[src/rtl/instruction_fetch_unit.sv]
// instruction_fetch_unit
// Multicycle fetch stage. Holds the PC, requests words from a variable-latency
// instruction memory, latches each returned word into the instruction register
// and offers it downstream on a valid/accept handshake. Redirects load a new PC;
// a misaligned redirect target parks the unit in a sticky fault until reset.
//
// Ports:
//   clk             rising-edge clock
//   reset           synchronous, active-high reset
//   imem_req        memory request (FETCH and WAIT), combinational from state
//   imem_addr       fetch address (current pc), combinational
//   imem_ready      memory response valid, sampled only in WAIT
//   imem_rdata      returned instruction word
//   instruction     instruction register, fed to immediate generator/decoder
//   pc_out          address of the word held in instruction
//   instr_valid     instruction/pc_out hold a fetched, unconsumed word
//   instr_accept    downstream consumes the held word
//   redirect        load redirect_target as the new pc
//   redirect_target new pc for a redirect
//   fault           sticky misaligned-redirect flag
//
// state    | meaning
// ---------+--------------------------------------------------------------
// ST_FETCH | first request cycle at pc; imem_ready ignored
// ST_WAIT  | request held at pc until imem_ready, then capture word
// ST_HOLD  | word presented downstream, fetch stalled until instr_accept
// ST_FAULT | misaligned redirect seen; idle until reset

module instruction_fetch_unit #(
    parameter logic [63:0] RESET_PC  = 64'h0,
    parameter logic [31:0] NOP_INSTR = 32'h00000013
) (
    input  logic        clk,
    input  logic        reset,
    output logic        imem_req,
    output logic [63:0] imem_addr,
    input  logic        imem_ready,
    input  logic [31:0] imem_rdata,
    output logic [31:0] instruction,
    output logic [63:0] pc_out,
    output logic        instr_valid,
    input  logic        instr_accept,
    input  logic        redirect,
    input  logic [63:0] redirect_target,
    output logic        fault
);

    typedef enum logic [1:0] {
        ST_FETCH = 2'd0,
        ST_WAIT  = 2'd1,
        ST_HOLD  = 2'd2,
        ST_FAULT = 2'd3
    } state_t;

    state_t      state;
    logic [63:0] pc;

    assign imem_req  = (state == ST_FETCH) || (state == ST_WAIT);
    assign imem_addr = pc;

    always_ff @(posedge clk) begin
        if (reset) begin
            state       <= ST_FETCH;
            pc          <= RESET_PC;
            pc_out      <= RESET_PC;
            instruction <= NOP_INSTR;
            instr_valid <= 1'b0;
            fault       <= 1'b0;
        end else if (state != ST_FAULT && redirect) begin
            // Redirect wins over any response or accept in the same cycle;
            // a concurrent response is dropped and the memory re-requested.
            instr_valid <= 1'b0;
            instruction <= NOP_INSTR;
            if (redirect_target[1:0] == 2'b00) begin
                pc    <= redirect_target;
                state <= ST_FETCH;
            end else begin
                fault <= 1'b1;
                state <= ST_FAULT;
            end
        end else begin
            case (state)
                ST_FETCH: state <= ST_WAIT;
                ST_WAIT: begin
                    if (imem_ready) begin
                        instruction <= imem_rdata;
                        pc_out      <= pc;
                        pc          <= pc + 64'd4;
                        instr_valid <= 1'b1;
                        state       <= ST_HOLD;
                    end
                end
                ST_HOLD: begin
                    if (instr_accept) begin
                        instr_valid <= 1'b0;
                        state       <= ST_FETCH;
                    end
                end
                ST_FAULT: state <= ST_FAULT;
                default:  state <= ST_FETCH;
            endcase
        end
    end

endmodule

[config.mk]
export PLATFORM = sky130hd
export DESIGN_NAME = instruction_fetch_unit
export DESIGN_NICKNAME = d
export VERILOG_FILES = /design/src/rtl/instruction_fetch_unit.sv
export SDC_FILE = /design/constraint.sdc
export NUM_CORES = 1
export LEC_CHECK = 0
export CORE_ASPECT_RATIO = 0.5
export CORE_MARGIN = 5
export CORE_UTILIZATION = 46
export CTS_CLUSTER_DIAMETER = 150
export DETAILED_ROUTE_END_ITERATION = 8
export PLACE_DENSITY = 0.81
export RECOVER_POWER = 100
export SLEW_MARGIN = 10
export SYNTH_ARGS = -nofsm -noshare
export SYNTH_HDL_FRONTEND = slang
export SYNTH_SLANG_ARGS = --single-unit
[constraint.sdc]
create_clock -name clk -period 2.8 [get_ports clk]
set_input_delay 0.28 -clock clk [delete_from_list [all_inputs] [get_ports clk]]
set_output_delay 0.28 -clock clk [all_outputs]
set_load 0.01 [all_outputs]
; ---- Yosys cells after proc, flatten, opt, wreduce, memory -nomap -nowiden
; Index checks and enable logic that the tools add are counted.
[classes]
addsub = 1
eq_ne = 9
n_mux = 12
n_bitwise = 2
n_reduce_logical = 14
[ops]
columns = operator, count
row1 = two-way mux 64 bit, 4
row2 = "adder 64 x 3 -> 64 bit, second input constant", 1
row3 = AND reduction 3 bit, 3
row4 = two-way mux 2 bit, 4
row5 = case mux 2 bit (4 select lines), 1
row6 = "inequality test 2 bit, second input constant", 3
row7 = AND reduction 2 bit, 3
row8 = nonzero test 2 bit, 3
row9 = "== test 2 bit, second input constant", 2
row10 = logical NOT 2 bit, 2
row11 = "inequality test 3 x 2 -> 1 bit, second input constant", 1
row12 = "inequality test 3 bit, second input constant", 1
row13 = "== test 2 x 1 -> 1 bit, second input constant", 1
row14 = two-way mux 1 bit, 2
row15 = "inequality test 2 x 1 -> 1 bit, second input constant", 1
row16 = inverter 1 bit, 2
row17 = case mux 1 bit (2 select lines), 1
row18 = OR reduction 2 bit, 1
row19 = logical AND 1 bit, 1
row20 = logical OR 1 bit, 1
[totals]
regBits = 164
inputBits = 101
wordCells = 44

; ---- Depth between registers and ports, before layout
[depth]
depth_word = 4
mapped_depth = 9
ltp_nobuf = 7

; ---- Least setup slack after synthesis
; OpenSTA, ideal clock, no wires.
[synth_path]
path_type = register to register
startpoint = register pc[28] (netlist: imem_addr[28])
endpoint = register pc[61] (netlist: imem_addr[61])
setup_ps = 121
arrival_time_ps = 2107
required_time_ps = 2679
slack_ps = 572
stages_incl_launch_ff = 8
n_path_buf = 2
period_less_slack_ps = 2228
cell_sequence = dfxtp_1 buf_2 nand4_2 or4_4 nand2b_1 clkbuf_1 nor3_1 mux2_2
[synth_via]
elab_chain_len = 4
[synth_rtl]
columns = item, line
row1 = from (decl), 56  ; logic [63:0] pc;
row2 = from (signal assigned), 75  ; pc <= redirect_target;
row3 = from (signal assigned), 88  ; pc <= pc + 64'd4;
row4 = adder 64 x 3 -> 64 bit, 88
row5 = two-way mux 64 bit, 85  ; if (imem_ready) begin
row6 = two-way mux 64 bit, 82  ; case (state)
row7 = two-way mux 64 bit, 69  ; end else if (state != ST_FAULT && redirect) begin
; Every way passes these cells. The select of a mux whose other input is x is not followed.
; A chain may end at the register's enable or synchronous reset.

; ---- Worst setup path after layout
[layout_path]
startpoint = register state[1]
endpoint = register pc[30] (netlist: imem_addr[30])
[layout_via]
elab_chain_len = 4
word_cells_on_any_way = 8
classes_between = eq/ne: 3 / mux: 1 / reduce/logical: 4
[layout_rtl]
columns = item, line
row1 = from (decl), 55  ; state_t state;
row2 = from (signal assigned), 63  ; state <= ST_FETCH;
row3 = from (signal assigned), 76  ; state <= ST_FETCH;
row4 = from (signal assigned), 79  ; state <= ST_FAULT;
row5 = inequality test 2 bit, 69
row6 = logical AND 1 bit, 69
row7 = inequality test 2 x 1 -> 1 bit (no line) or nonzero test 2 bit (tied branches), n/a
row8 = AND reduction 3 bit (no line), n/a
; Parallel ways exist; a longest one is shown, timed or not.

==> summary by stage <==
Cells and area
The count of cells in the finished layout, fillers not included, comes to 1520. From synthesis to final layout, the design area changed by 46.45%. At the end of the flow, the number of nets in the layout was between 1000 and 1500. In the final layout, the share of cells above drive strength 1 is 7.811%. The layout has roughly 1400 filler cells. Once layout is done, the placed cells without fillers occupy roughly 11000 um^2. The count of antenna diodes in the layout is 0.

Logic synthesis
By instance count, the leading cell after synthesis is nand2_1. Yosys mapped a number of flops with a built-in enable equal to 0. The largest total area in the synthesized netlist belongs to dfxtp_1. By area the synthesized netlist is led by dfxtp_1, nand2_1, a21oi_1, clkbuf_1, nand3_1. During synthesis, Yosys emitted a total of 0 warnings. In this run, synthesis produced a sequential element count of between 150 and 200. The netlist area before placement is a little under 8000 um^2. By count the netlist is led by nand2_1, dfxtp_1, a21oi_1. The unique cell type count in the Yosys netlist is 60. The most instantiated flip-flop cell in the synthesis netlist is dfxtp_1. After synthesis, the largest area contributor takes up a little over two fifths of total cell area.

The number of nets in the synthesized netlist is between 1000 and 1500. After technology mapping, the gate count stands at 1031. The sequential element share of the synthesized area is between 40% and 50%. The mean area per synthesized cell is roughly 7.5 um^2. The fraction of registers with async set or reset after synthesis is 0%.

CTS
The number of clock sinks seen by CTS is roughly 160. The maximum buffer depth of the clock tree is 2. The insertion delay to the later sink of the worst-skew pair is approximately 440 ps. Gates resized during post-CTS repair numbered 0. The number of setup buffers added after CTS is 0.

The cell at the root of the clock tree is clkbuf_16. CTS built an H-tree with a depth of 4. TritonCTS built the clock tree. The count of hold buffers inserted by post-cts repair is 0. The number of buffers added by the clock tree synthesis step is 17. The clock transition at the registers of the reported paths is approximately 70 ps.

Floorplanning
The total die area is 19730 um^2. The number of top-level pins is around 260. From bottom edge to top edge, the die measures 101.9 um. In this run the core area contains 33 standard-cell rows. Measured along the x axis, the die boundary spans a little under 200 um.

The region available for standard cell placement spans 16470 um^2. For this configuration, the core starts out at a cell density of between 40% and 50%.

Flow run
The number of max-cap violations is 0.

Timing
The maximum frequency from static timing analysis is roughly 370 MHz. The final period demand of the worst path is 2692 ps. Adding up every negative setup slack in the final design gives 0 ps. After layout, the worst path uses 96.13% of the clock period. The final number of hold-violating endpoints is 0.

Headroom to the max-slew limit came out at about 8.1%. Setup violations remaining at the end of the flow were counted as 0. Setup repair after global routing left no endpoint under its margin. The actual slew at the worst max-slew pin is 1379 ps. The number of max-slew violations in the final report is 0. The maximum clock skew at final layout is ~13 ps.

Power and ir drop
The worst vdd rail ir drop is about 0.42 mV. The total power after layout is between 5 and 6 mW. The cell area power density is 491.1 nW/um^2. The static leakage is between 4 and 5 nW.

Detailed routing
Dividing the detail-routed wire length by the instance count gives 19.45 um. The detailed router finished its first iteration with ~900 violations. For this run, design rule violations remaining after detail routing come to 0. The via-per-instance ratio is roughly 5.9. The number of nets with antenna violations after routing is 0. The first detailed-routing pass took 6 iterations. The total wire length after detailed routing is around 30 mm. Summing over every cut layer, the via total after detailed routing is approximately 9000.

Worst setup path
Of all nets on the critical path, the largest fanout is 13. In this run the critical register-to-register path is launched from state[1]. Following the worst setup path forward leads to its endpoint at imem_addr[30].

The worst register-to-register path ends at imem_addr[30]. On the worst path, the slowest cell contributes a delay of just over 700 ps. The signal on the critical path passes through inv_1 -> ha_1 -> and2_0 -> buf_2 -> a21oi_2 -> clkbuf_1 -> a21oi_1 -> o221a_2. At the worst endpoint, the required time is approximately 3100 ps.

The launching element of the worst setup path is state[1]. STA classifies the critical path startpoint as a flip-flop. The slowest stage of the critical path belongs to the cell clkbuf_1. In this run the register-to-register setup slack is around 110 ps. Data arrives at the worst endpoint at 3010 ps. The depth of the most critical reg-to-reg path is 8. The critical path capture point type is a flip-flop. The critical path in this run is classified as flip-flop to flip-flop.

Placement
The detailed-placement wirelength estimate is between 20 and 25 mm. The placed instances occupy a cell area of roughly 11000 um^2. The final weighted congestion of routability-driven global placement is 0.9823. The number of instances in the placed design is 1488. The count of buffers from port buffering is 263.

Hold path
The path category of the worst min-delay check is input port to flip-flop.

GRT
The largest net degree at the start of global routing is 53. The initial antenna violation count is 0. For this run the aggregate overflow at the end of global routing stands at 0. The total routing usage reported by global routing is 28.96%. The wire length of the first global-routing pass is between 40 and 50 mm. The via count of the first global-routing pass is 8653.

Status
The flow ran to the end, and the final reports show no timing, DRC or antenna violations.
==> flip-flops by register name, summed over array words and instances (netlist names) <==
register,cells
imem_addr,64
pc_out,64
instruction,32
state,2
fault,1
instr_valid,1
==> metrics by stage <==
| step | hold WS [ps] | setup slack [ps] | utilization [%] |
|---|---|---|---|
| after CTS | 281.0 | 268.9 | 69.25 |
| after global routing | 301.6 | 27.26 | 69.01 |
| after global placement | 439.6 | 231.2 | 65.80 |
| after floorplan | 403.0 | 572.2 | - |
| final | 292.8 | 108.3 | 69.01 |
| after detailed placement | 445.5 | 158.3 | 65.80 |
==> worst min-delay path by stage <==
stage / slack [ps] / endpoint / start / cells past startpoint
5_1_grt: 300 / pc_out[62] / reset / 2
2_1_floorplan: 400 / instruction[0] / imem_rdata[0] / 2
6_report: 290 / pc_out[45] / reset / 2
3_3_place_gp: 440 / fault / fault / 2
3_5_place_dp: 450 / pc_out[33] / pc_out[33] / 2
4_1_cts: 280 / pc_out[45] / reset / 2
==> layout make-up <==
type                    count  area (um^2)  share of cell area [%]
multi-input cells         767         4123                   36.26
clock inverters             9        70.07                  0.6163
flip-flops and latches    164         3283                   28.88
clock buffers              23        498.0                   4.380
inverters                  10        37.54                  0.3302
well taps                 227        284.0                   2.498
repair buffers            320         3073                   27.03
==> power by group <==
part / total (mW) / internal (mW) / switching (mW)
Sequential: 2.48 / 2.40 / 0.0781
Combinational: 0.822 / 0.381 / 0.442
Clock: 2.28 / 1.26 / 1.02
Total: 5.58 / 4.04 / 1.54
==> cell usage in the layout (no fill, tap or decap), types with 3 or more instances in the layout <==
| cell type | instances |
|---|---|
| clkbuf_8 | 5 |
| and2_1 | 4 |
| nand4_1 | 17 |
| a211oi_1 | 22 |
| o31a_1 | 5 |
| ha_1 | 6 |
| buf_4 | 43 |
| dfxtp_1 | 164 |
| o31ai_1 | 7 |
| o21ai_0 | 35 |
| nand2_1 | 251 |
| a31oi_1 | 11 |
| or3_1 | 12 |
| nor3_1 | 25 |
| clkdlybuf4s50_1 | 100 |
| a21oi_1 | 136 |
| clkbuf_1 | 9 |
| buf_12 | 4 |
| and3_1 | 13 |
| o22ai_1 | 9 |
| nand3_1 | 41 |
| nor4_1 | 22 |
| a311oi_1 | 7 |
| o32ai_1 | 6 |
| clkinvlp_4 | 4 |
| or4_1 | 12 |
| and4_1 | 9 |
| clkbuf_16 | 17 |
| inv_1 | 10 |
| a2111oi_0 | 3 |
| a221oi_1 | 4 |
| nor2_1 | 48 |
| dlygate4sd3_1 | 162 |
| o211ai_1 | 3 |
| mux2i_1 | 12 |
| a31o_2 | 3 |
==> per-layer routing <==
layer  GRT usage, %  vias up  part of all wire [%]
met5              0        -                     0
met4          7.939        0                   2.0
met3          9.783       57                   9.6
met2          48.04      413                    47
met1          36.80     4240                    42
li1               -     4198                     -
==> cell families after synthesis <==
logic type	synth area share (%)
compound gates	21.70
fa+ha+maj	0.9671
buf+inv	5.126
flops	42.30
mux	1.693
simple gates	28.22
==> critical path: cells and delay by family (launching register included) <==
kind                     cells  cell delay (ps)
buffers and inverters        3             1040
AO/OA/AOI/OAI                3              680
adder cells (fa/ha/maj)      1              240
flip-flops                   1              360
AND/OR/NAND/NOR              1              240
Note: power is estimated with default switching activity, not from simulation.
